--- src/rtl/store_write_buffer_pkg.sv ---
// Shared types and default sizes for the post-commit store write buffer.
package store_write_buffer_pkg;

  localparam int ADDR_WIDTH = 32;
  localparam int DATA_WIDTH = 32;
  localparam int SWB_DEPTH  = 4;

  typedef enum logic {
    READ  = 1'b0,
    WRITE = 1'b1
  } MemAccessType;

  typedef struct packed {
    logic [ADDR_WIDTH-1:0] addr;
    logic [DATA_WIDTH-1:0] data;
  } swb_entry_t;

  typedef enum logic {
    SWB_IDLE = 1'b0,
    SWB_SEND = 1'b1
  } SwbState;

endpackage

--- src/rtl/store_write_buffer_match_unit.sv ---
// Youngest-first word-address match over the circular store array.
module swb_match_unit #(
  parameter int DEPTH      = 4,
  parameter int ADDR_WIDTH = 32
) (
  input  logic [$clog2(DEPTH)-1:0]          head,
  input  logic [$clog2(DEPTH)-1:0]          tail,
  input  logic [DEPTH-1:0]                  valid,
  input  logic [DEPTH-1:0][ADDR_WIDTH-1:0]  addrs,
  input  logic [ADDR_WIDTH-1:0]             ld_addr,
  output logic                              hit,
  output logic [$clog2(DEPTH)-1:0]          idx
);

  localparam int PTR_W = $clog2(DEPTH);

  logic [PTR_W-1:0] pos;
  logic             stop;

  // Walk from tail-1 back towards head; the first match found is the youngest.
  always_comb begin
    hit  = 1'b0;
    idx  = '0;
    pos  = '0;
    stop = 1'b0;
    for (int i = 0; i < DEPTH; i++) begin
      pos = tail - PTR_W'(1) - PTR_W'(i);
      if (!stop && !hit && valid[pos] &&
          addrs[pos][ADDR_WIDTH-1:2] == ld_addr[ADDR_WIDTH-1:2]) begin
        hit = 1'b1;
        idx = pos;
      end
      if (pos == head) stop = 1'b1;
    end
  end

endmodule

--- src/rtl/store_write_buffer.sv ---
// Post-commit store FIFO draining to the D-cache, with load hazard checking.
// Optional store-to-load forwarding enabled by STORE_WRITE_BUFFER_LOAD_FWD_EN.
import store_write_buffer_pkg::*;

module store_write_buffer #(
  parameter int DEPTH      = SWB_DEPTH,
  parameter int ADDR_WIDTH = store_write_buffer_pkg::ADDR_WIDTH,
  parameter int DATA_WIDTH = store_write_buffer_pkg::DATA_WIDTH
) (
  input  logic                       clk,
  input  logic                       rst,
  input  logic                       mem_wr_en,
  input  logic [ADDR_WIDTH-1:0]      mem_wr_addr,
  input  logic [DATA_WIDTH-1:0]      mem_wr_data,
  output logic                       full,
  output logic                       empty,
  output logic [$clog2(DEPTH):0]     count,
  output logic                       dc_valid,
  output MemAccessType               dc_mem_action,
  output logic [ADDR_WIDTH-1:0]      dc_addr,
  output logic [DATA_WIDTH-1:0]      dc_data,
  input  logic                       dc_ready,
  input  logic                       ld_valid,
  input  logic [ADDR_WIDTH-1:0]      ld_addr,
  output logic                       ld_stall,
  output logic                       fwd_hit,
  output logic [DATA_WIDTH-1:0]      fwd_data
);

  localparam int PTR_W = $clog2(DEPTH);
  localparam int CNT_W = PTR_W + 1;

  logic [PTR_W-1:0]                  head;
  logic [PTR_W-1:0]                  tail;
  logic [CNT_W-1:0]                  count_n;
  logic [DEPTH-1:0]                  valid;
  logic [DEPTH-1:0][ADDR_WIDTH-1:0]  addr_mem;
  logic [DEPTH-1:0][DATA_WIDTH-1:0]  data_mem;
  SwbState                           state;
  SwbState                           state_n;
  logic                              push;
  logic                              pop;
  logic                              buf_hit;
  logic [PTR_W-1:0]                  buf_idx;
  logic                              inc_match;

  assign full          = (count == CNT_W'(DEPTH));
  assign empty         = (count == '0);
  assign push          = mem_wr_en && !full;
  assign dc_valid      = (state == SWB_SEND);
  assign pop           = dc_valid && dc_ready;
  assign dc_mem_action = WRITE;
  assign dc_addr       = dc_valid ? addr_mem[head] : '0;
  assign dc_data       = dc_valid ? data_mem[head] : '0;

  always_comb begin
    count_n = count + CNT_W'(push) - CNT_W'(pop);
    state_n = state;
    case (state)
      SWB_IDLE: if (count_n != '0) state_n = SWB_SEND;
      SWB_SEND: if (count_n == '0) state_n = SWB_IDLE;
      default:  state_n = SWB_IDLE;
    endcase
  end

  // Control state: pointers, occupancy, entry valid bits and drain FSM.
  always_ff @(posedge clk) begin
    if (rst) begin
      head  <= '0;
      tail  <= '0;
      count <= '0;
      valid <= '0;
      state <= SWB_IDLE;
    end else begin
      if (push) begin
        tail        <= tail + PTR_W'(1);
        valid[tail] <= 1'b1;
      end
      if (pop) begin
        head        <= head + PTR_W'(1);
        valid[head] <= 1'b0;
      end
      count <= count_n;
      state <= state_n;
      assert (!(mem_wr_en && full))
        else $warning("store commit dropped: buffer full");
    end
  end

  // Entry payload needs no reset; valid bits and dc_* gating cover it.
  always_ff @(posedge clk) begin
    if (push) begin
      addr_mem[tail] <= mem_wr_addr;
      data_mem[tail] <= mem_wr_data;
    end
  end

  swb_match_unit #(
    .DEPTH      (DEPTH),
    .ADDR_WIDTH (ADDR_WIDTH)
  ) u_match (
    .head    (head),
    .tail    (tail),
    .valid   (valid),
    .addrs   (addr_mem),
    .ld_addr (ld_addr),
    .hit     (buf_hit),
    .idx     (buf_idx)
  );

  assign inc_match = push && (mem_wr_addr[ADDR_WIDTH-1:2] == ld_addr[ADDR_WIDTH-1:2]);

`ifdef STORE_WRITE_BUFFER_LOAD_FWD_EN
  // The same-cycle commit is younger than anything already buffered.
  assign fwd_hit  = ld_valid && (inc_match || buf_hit);
  assign fwd_data = !fwd_hit ? '0 : (inc_match ? mem_wr_data : data_mem[buf_idx]);
  assign ld_stall = 1'b0;
`else
  logic unused_idx;
  assign unused_idx = ^buf_idx;
  assign fwd_hit    = 1'b0;
  assign fwd_data   = '0;
  assign ld_stall   = ld_valid && (inc_match || buf_hit);
`endif

endmodule

--- config.mk ---
export PLATFORM = sky130hd
export DESIGN_NAME = store_write_buffer
export DESIGN_NICKNAME = d
export VERILOG_FILES = /design/src/rtl/store_write_buffer_pkg.sv /design/src/rtl/store_write_buffer_match_unit.sv /design/src/rtl/store_write_buffer.sv
export SDC_FILE = /design/constraint.sdc
export NUM_CORES = 1
export LEC_CHECK = 0
export CAP_MARGIN = 20
export CORE_MARGIN = 1
export CORE_UTILIZATION = 40
export DETAILED_ROUTE_END_ITERATION = 12
export PLACE_DENSITY = 0.6
export SYNTH_ARGS = -nofsm -noshare
export SYNTH_HDL_FRONTEND = slang
export SYNTH_SLANG_ARGS = --single-unit
--- constraint.sdc ---
create_clock -name clk -period 4.9 [get_ports clk]
set_input_delay 0.735 -clock clk [delete_from_list [all_inputs] [get_ports clk]]
set_output_delay 0.735 -clock clk [all_outputs]
set_load 0.01 [all_outputs]
==> impl_metrics.ini, run 1 <==
[synth]
ys_seq_area_share_pct = 51.1
synth_top_area_share_pct = 49.6
ys_async_sr_fraction_pct = 0
synth_cell_types = 50
ys_seq_elements = 268
syn_inst = 962
synth_area_um2 = 15500
yosys-top-cells-area = edfxtp_1 (50%), mux4_2 (24%), xnor2_1 (5.2%)
synth_edf_count = 256
synth_flop_cell = edfxtp_1
avgSynthCellArea_um2 = 16.1
synth_top_area_cell = edfxtp_1
yosys_warnings = 0

[clocking]
cts_tree = yes
htree_levels = 1
max-clock-path-buffers = 3
hold_buffers = 0
clk_latency_ps = 560
path_clk_slew_ps = 60
clock-sinks = 268
cts_buffers = 30
root_buffer = clkbuf_16

[setup_path]
endpoint_kind = primary output
worst_setup_path_start_kind = flop
critPathBufInv = 3
crit_required_ps = 4160
cpPeakStageDelay_ps = 530
ff2ff_path_depth = 12
cp.arrival_ps = 3980
r2r_setup_slack_ps = 2120
rr_startpoint = count[1]$_SDFF_PP0_
crit_type = flop to primary output
slowest_stage = mux4_2
rr_endpoint = dc_valid$_SDFF_PP0_
path_cells = buf_12, buf_4, mux4_2, xor2_1, nor4_2, nand4_1, or4_1, a41oi_2, dlygate4sd2_1
cp_top_family = simple AND/OR/NAND/NOR gates
crit_fanout = 47

[timing]
rsz0062_at_grt = no
tns_ps = 0
fin_crit_ps = 4710
skew_ps = 14.3
setup_viol = 0
clock.fmax_ghz = 0.212
maxSlewHeadroom_pct = 38.6
drv_slew = 0
fin_crit_sh_pct = 96.2
finalHoldViolations = 0
worst_slew_pin_slew_ps = 920

[detailed_routing]
dr_total_vias = 9221
routed_wl_um = 40200
drc = 0
drt_iter0_drc = 591
detail-route-antenna-nets = 0
avgRoutedWirePerCell_um = 24.5
via_per_inst = 5.61
dr.pass1.iters = 4

[die]
core_um2 = 37900
dieArea_um2 = 39500
fp.dieH_um = 199
num_rows = 71
start_util_pct = 40.9
fp.dieW_um = 199
ios = 206

[finish]
final_nets = 1223
drive_gt1_share_pct = 23.3
final_common_cell = edfxtp_1
area_delta_synth_final_pct = 20.4
n_fill_cell = 3267
final_cell_mix = edfxtp_1 (256), mux4_2 (168), clkdlybuf4s50_1 (168)
fin_cells = 1644

[global_route]
grt_pass1_wl_um = 60000
antenna_found_initial = 5
grt_max_degree = 57
grt-ovfl-total = 0
grt_usage_pct = 20.7
grt_pass1_vias = 9426

[power]
peakVddDrop_mv = 0.315
p_leak_uw = 0.00586
power.density_nw_per_um2 = 491

[placed_design]
dp_hpwl_um = 28400
numPortBuffers = 169
dp_cells = 1588
gp_congestion = 0.911

[hold_path]
min_to = valid[3]$_SDFF_PP0_
min_path_type = flop to flop
worst_hold_path.num_cells = 2
hold_start = valid[3]$_SDFF_PP0_

[job]
maxCapViolCount = 0

[run_status]
status = completed
[state kept, by name, indices dropped and copies added (netlist names)]
signal and cells:
addr_mem 128, data_mem 128, valid 4, count 3
head 2, tail 2, dc_valid 1
[through the flow]
stage	hold WS, ps	area [um^2]	setup slack, ps	total power, uW	utilization (%)
floorplan	493	15600	403	5600	-
global placement	531	17600	406	6940	46.4
detailed placement	535	17600	392	6950	46.4
CTS	542	18700	225	9280	49.2
global route	565	18700	101	9630	49.2
finish	548	18700	188	9160	49.2
[tightest hold or removal path: stages, from the launching register on]
cell	delay (ps)
dfxtp_1	340
nor2_1	110
a211oi_1	50
[kinds of logic after synthesis]
logic type                 synth area share (%)
DFF                                        51.1
muxes                                      26.9
AOI/OAI and AO/OA                          1.95
xor gates and xnor gates                   8.70
other                                    0.0484
buffers and inverters                      4.62
adders and majority gates                 0.936
and+or+nand+nor                            5.74
[routing by layer]
layer | vias up | track usage [%] | share of wire [%]
li1 | 4051 | - | -
met1 | 4750 | 27.2 | 41
met2 | 353 | 33.7 | 48
met3 | 61 | 5.48 | 8.3
met4 | 6 | 6.38 | 2.9
met5 | - | 0 | 0.099
[cells in the mapped netlist, drive strengths merged, types with 4 or more instances]
cell type and count:
xnor2 92, and2 69, a211oi 6, nor4 19, xor2 62, nor3 6, dfxtp 12, o2111ai 4
mux2i 37, buf 75, nand2 10, nand4 21, nor2 14, ha 10, mux4 168, clkbuf 45
inv 10, edfxtp 256, a21oi 4
[worst max-delay path by stage]
| stage | from | endpoint | slack (ps) | cells past startpoint |
|---|---|---|---|---|
| final | tail[0]$_SDFFE_PP0P_ | ld_stall | 190 | 9 |
| after global routing | tail[1]$_SDFFE_PP0P_ | ld_stall | 100 | 12 |
| after CTS | tail[1]$_SDFFE_PP0P_ | ld_stall | 230 | 12 |
| after detailed placement | tail[1]$_SDFFE_PP0P_ | ld_stall | 390 | 10 |
| after global placement | tail[1]$_SDFFE_PP0P_ | ld_stall | 410 | 10 |
| after floorplan | tail[0]$_SDFFE_PP0P_ | ld_stall | 400 | 15 |
[power by group]
part,switching (uW),leakage (uW),internal [uW]
registers,218,0.00245,2820
logic,1840,0.00293,2030
clock network,898,0.000485,1350
total,2960,0.00586,6200
[final cells by class]
class                      instances  area, um^2  share of cell area (%)
sequential                       268        7940                    42.5
multi-input combinational        595        7030                    37.6
timing repair buffer             205        2030                    10.9
clock buffer                      34         787                    4.22
tap                              511         639                    3.42
clock inverter                    18         203                    1.09
inverter                          11        41.3                   0.221
antenna                            2        5.00                  0.0268
[what timing repair did]
item                                    in CTS  in global routing
resized for setup                            9                  0
endpoints found under the setup margin       1                  0
hold endpoints to repair                     0                  0
buffers inserted                             2                  0
No activity file was read; power rests on OpenSTA's default activity.
==> run 2: changes to the inputs <==
--- a/config.mk
+++ b/config.mk
@@ -8,8 +8,10 @@
 export CAP_MARGIN = 20
 export CORE_MARGIN = 1
 export CORE_UTILIZATION = 40
+export CTS_CLUSTER_DIAMETER = 30
 export DETAILED_ROUTE_END_ITERATION = 12
 export PLACE_DENSITY = 0.6
+export SETUP_SLACK_MARGIN = 0.15
 export SYNTH_ARGS = -nofsm -noshare
 export SYNTH_HDL_FRONTEND = slang
 export SYNTH_SLANG_ARGS = --single-unit
==> run 2 against run 1 <==
Compared with the run above:
- die area is the same
- worst hold slack lost 2.0 ps
- critical path depth is the same
- first-iteration DRC count grew 2.0%
- critical endpoint unchanged
==> impl_metrics.ini, run 2 (synthesis results as in run 1) <==
[detailed_routing]
drt_iter0_drc = 603
dr.pass1.iters = 4
routed_wl_um = 40900
dr_total_vias = 9523
via_per_inst = 5.58
detail-route-antenna-nets = 0
drc = 0
avgRoutedWirePerCell_um = 24.0

[finish]
multi_input_area_um2 = 7040
final_cell_mix = edfxtp_1 (256), mux4_2 (168), clkdlybuf4s50_1 (168)
largestRegisters = addr_mem: 128 flops, data_mem: 128 flops, valid: 4 flops
n_fill_cell = 3168
area_delta_synth_final_pct = 28.0
regArea_um2 = 7940
final_nets = 1256
drive_gt1_share_pct = 26.9
final_cell_area_um2 = 19800
final_common_cell = edfxtp_1

[setup_path]
ff2ff_path_depth = 12
worst_setup_path_start_kind = flop
slowest_stage = mux4_2
r2r_setup_slack_ps = 2120
rr_startpoint = count[1]$_SDFF_PP0_
cp.arrival_ps = 3870
crit_type = flop to primary output
cpPeakStageDelay_ps = 520
crit_fanout = 47
rr_endpoint = dc_valid$_SDFF_PP0_
endpoint_kind = primary output
crit_required_ps = 4160
path_cells = buf_12, buf_6, mux4_2, xor2_1, nor4_2, nand4_1, or4_1, a41oi_2, clkbuf_2

[die]
core_um2 = 37900
dieArea_um2 = 39500
num_rows = 71
start_util_pct = 40.9
fp.dieH_um = 199
ios = 206
fp.dieW_um = 199

[hold_path]
hold_start = valid[3]$_SDFF_PP0_
worst_hold_path.num_cells = 2
min_to = valid[3]$_SDFF_PP0_
min_path_type = flop to flop

[timing]
clock.fmax_ghz = 0.217
fin_crit_ps = 4600
skew_ps = 12.5
rsz0062_at_grt = no
worst_slew_pin_slew_ps = 913
tns_ps = 0
setup_viol = 0
finalHoldViolations = 0
drv_slew = 0
maxSlewHeadroom_pct = 39.1
fin_crit_sh_pct = 93.9

[power]
power.density_nw_per_um2 = 557
p_leak_uw = 0.00640
peakVddDrop_mv = 0.322

[placed_design]
dp_hpwl_um = 28400
numPortBuffers = 169
placed_area_um2 = 17600
gp_congestion = 0.911

[global_route]
grt-ovfl-total = 0
antenna_found_initial = 5
grt_pass1_vias = 9737
grt_usage_pct = 21.3
grt_pass1_wl_um = 61000
grt_max_degree = 57

[clocking]
cts_buffers = 60
clk_latency_ps = 590
path_clk_slew_ps = 50
clock-sinks = 268
max-clock-path-buffers = 3
cts_tree = yes
htree_levels = 2
root_buffer = clkbuf_16

[run_status]
status = completed

[job]
maxCapViolCount = 0
[run 2: what timing repair did]
item | CTS | global route
resized for setup | 9 | 9
buffers inserted | 2 | 2
gates cloned | 0 | 1
pin swaps | 1 | 6
hold buffers | 0 | 0
endpoints found under the setup margin | 1 | 1
[run 2: area by class of cell]
cell class	instances	share of cell area (%)
Clock buffer	67	7.92
Sequential cell	268	40.0
Timing Repair Buffer	208	10.5
Multi-Input combinational cell	595	35.5
Inverter	11	0.208
Clock inverter	45	2.60
Tap cell	511	3.22
Antenna cell	2	0.0252
[run 2: stage by stage]
stage,cells,total power (uW),setup slack (ps),util (%),hold slack (ps)
6_report,1707,11100,298,52.3,546
5_1_grt,1705,11600,170,52.3,580
4_1_cts,1702,11100,199,52.1,541
3_5_place_dp,1588,6950,392,46.4,535
3_3_place_gp,1588,6940,406,46.4,531
2_1_floorplan,994,5600,403,-,493
[run 2: critical path, delay by kind of cell (launching register included)]
kind | cells | cell delay [ps]
compound gates | 1 | 320
xor+xnor | 1 | 220
buf+inv | 3 | 710
flops | 1 | 350
mux | 1 | 520
simple gates | 3 | 1090
[run 2: per-layer routing]
layer  routed length [um]  vias to the layer above  part of all wire [%]  GRT usage, %
met5                   38                        -                 0.093             0
met4                 1520                        6                   3.7          9.03
met3                 3500                       89                   8.5          6.54
met2                19600                      382                    48          34.1
met1                16200                     4888                    40          26.6
li1                     -                     4158                     -             -
[run 2: worst max path at each step]
stage	start	end	slack, ps	cells past startpoint
3_5_place_dp	tail[1]$_SDFFE_PP0P_	ld_stall	390	10
3_3_place_gp	tail[1]$_SDFFE_PP0P_	ld_stall	410	10
2_1_floorplan	tail[0]$_SDFFE_PP0P_	ld_stall	400	15
4_1_cts	tail[1]$_SDFFE_PP0P_	ld_stall	200	12
6_report	tail[0]$_SDFFE_PP0P_	ld_stall	300	9
5_1_grt	tail[0]$_SDFFE_PP0P_	ld_stall	170	9
[run 2: power breakdown]
group | leakage, uW | internal, uW | switching (uW) | total [uW]
Sequential | 0.00245 | 2830 | 217 | 3040
Combinational | 0.00295 | 2080 | 1870 | 3950
Clock | 0.00100 | 2810 | 1250 | 4060
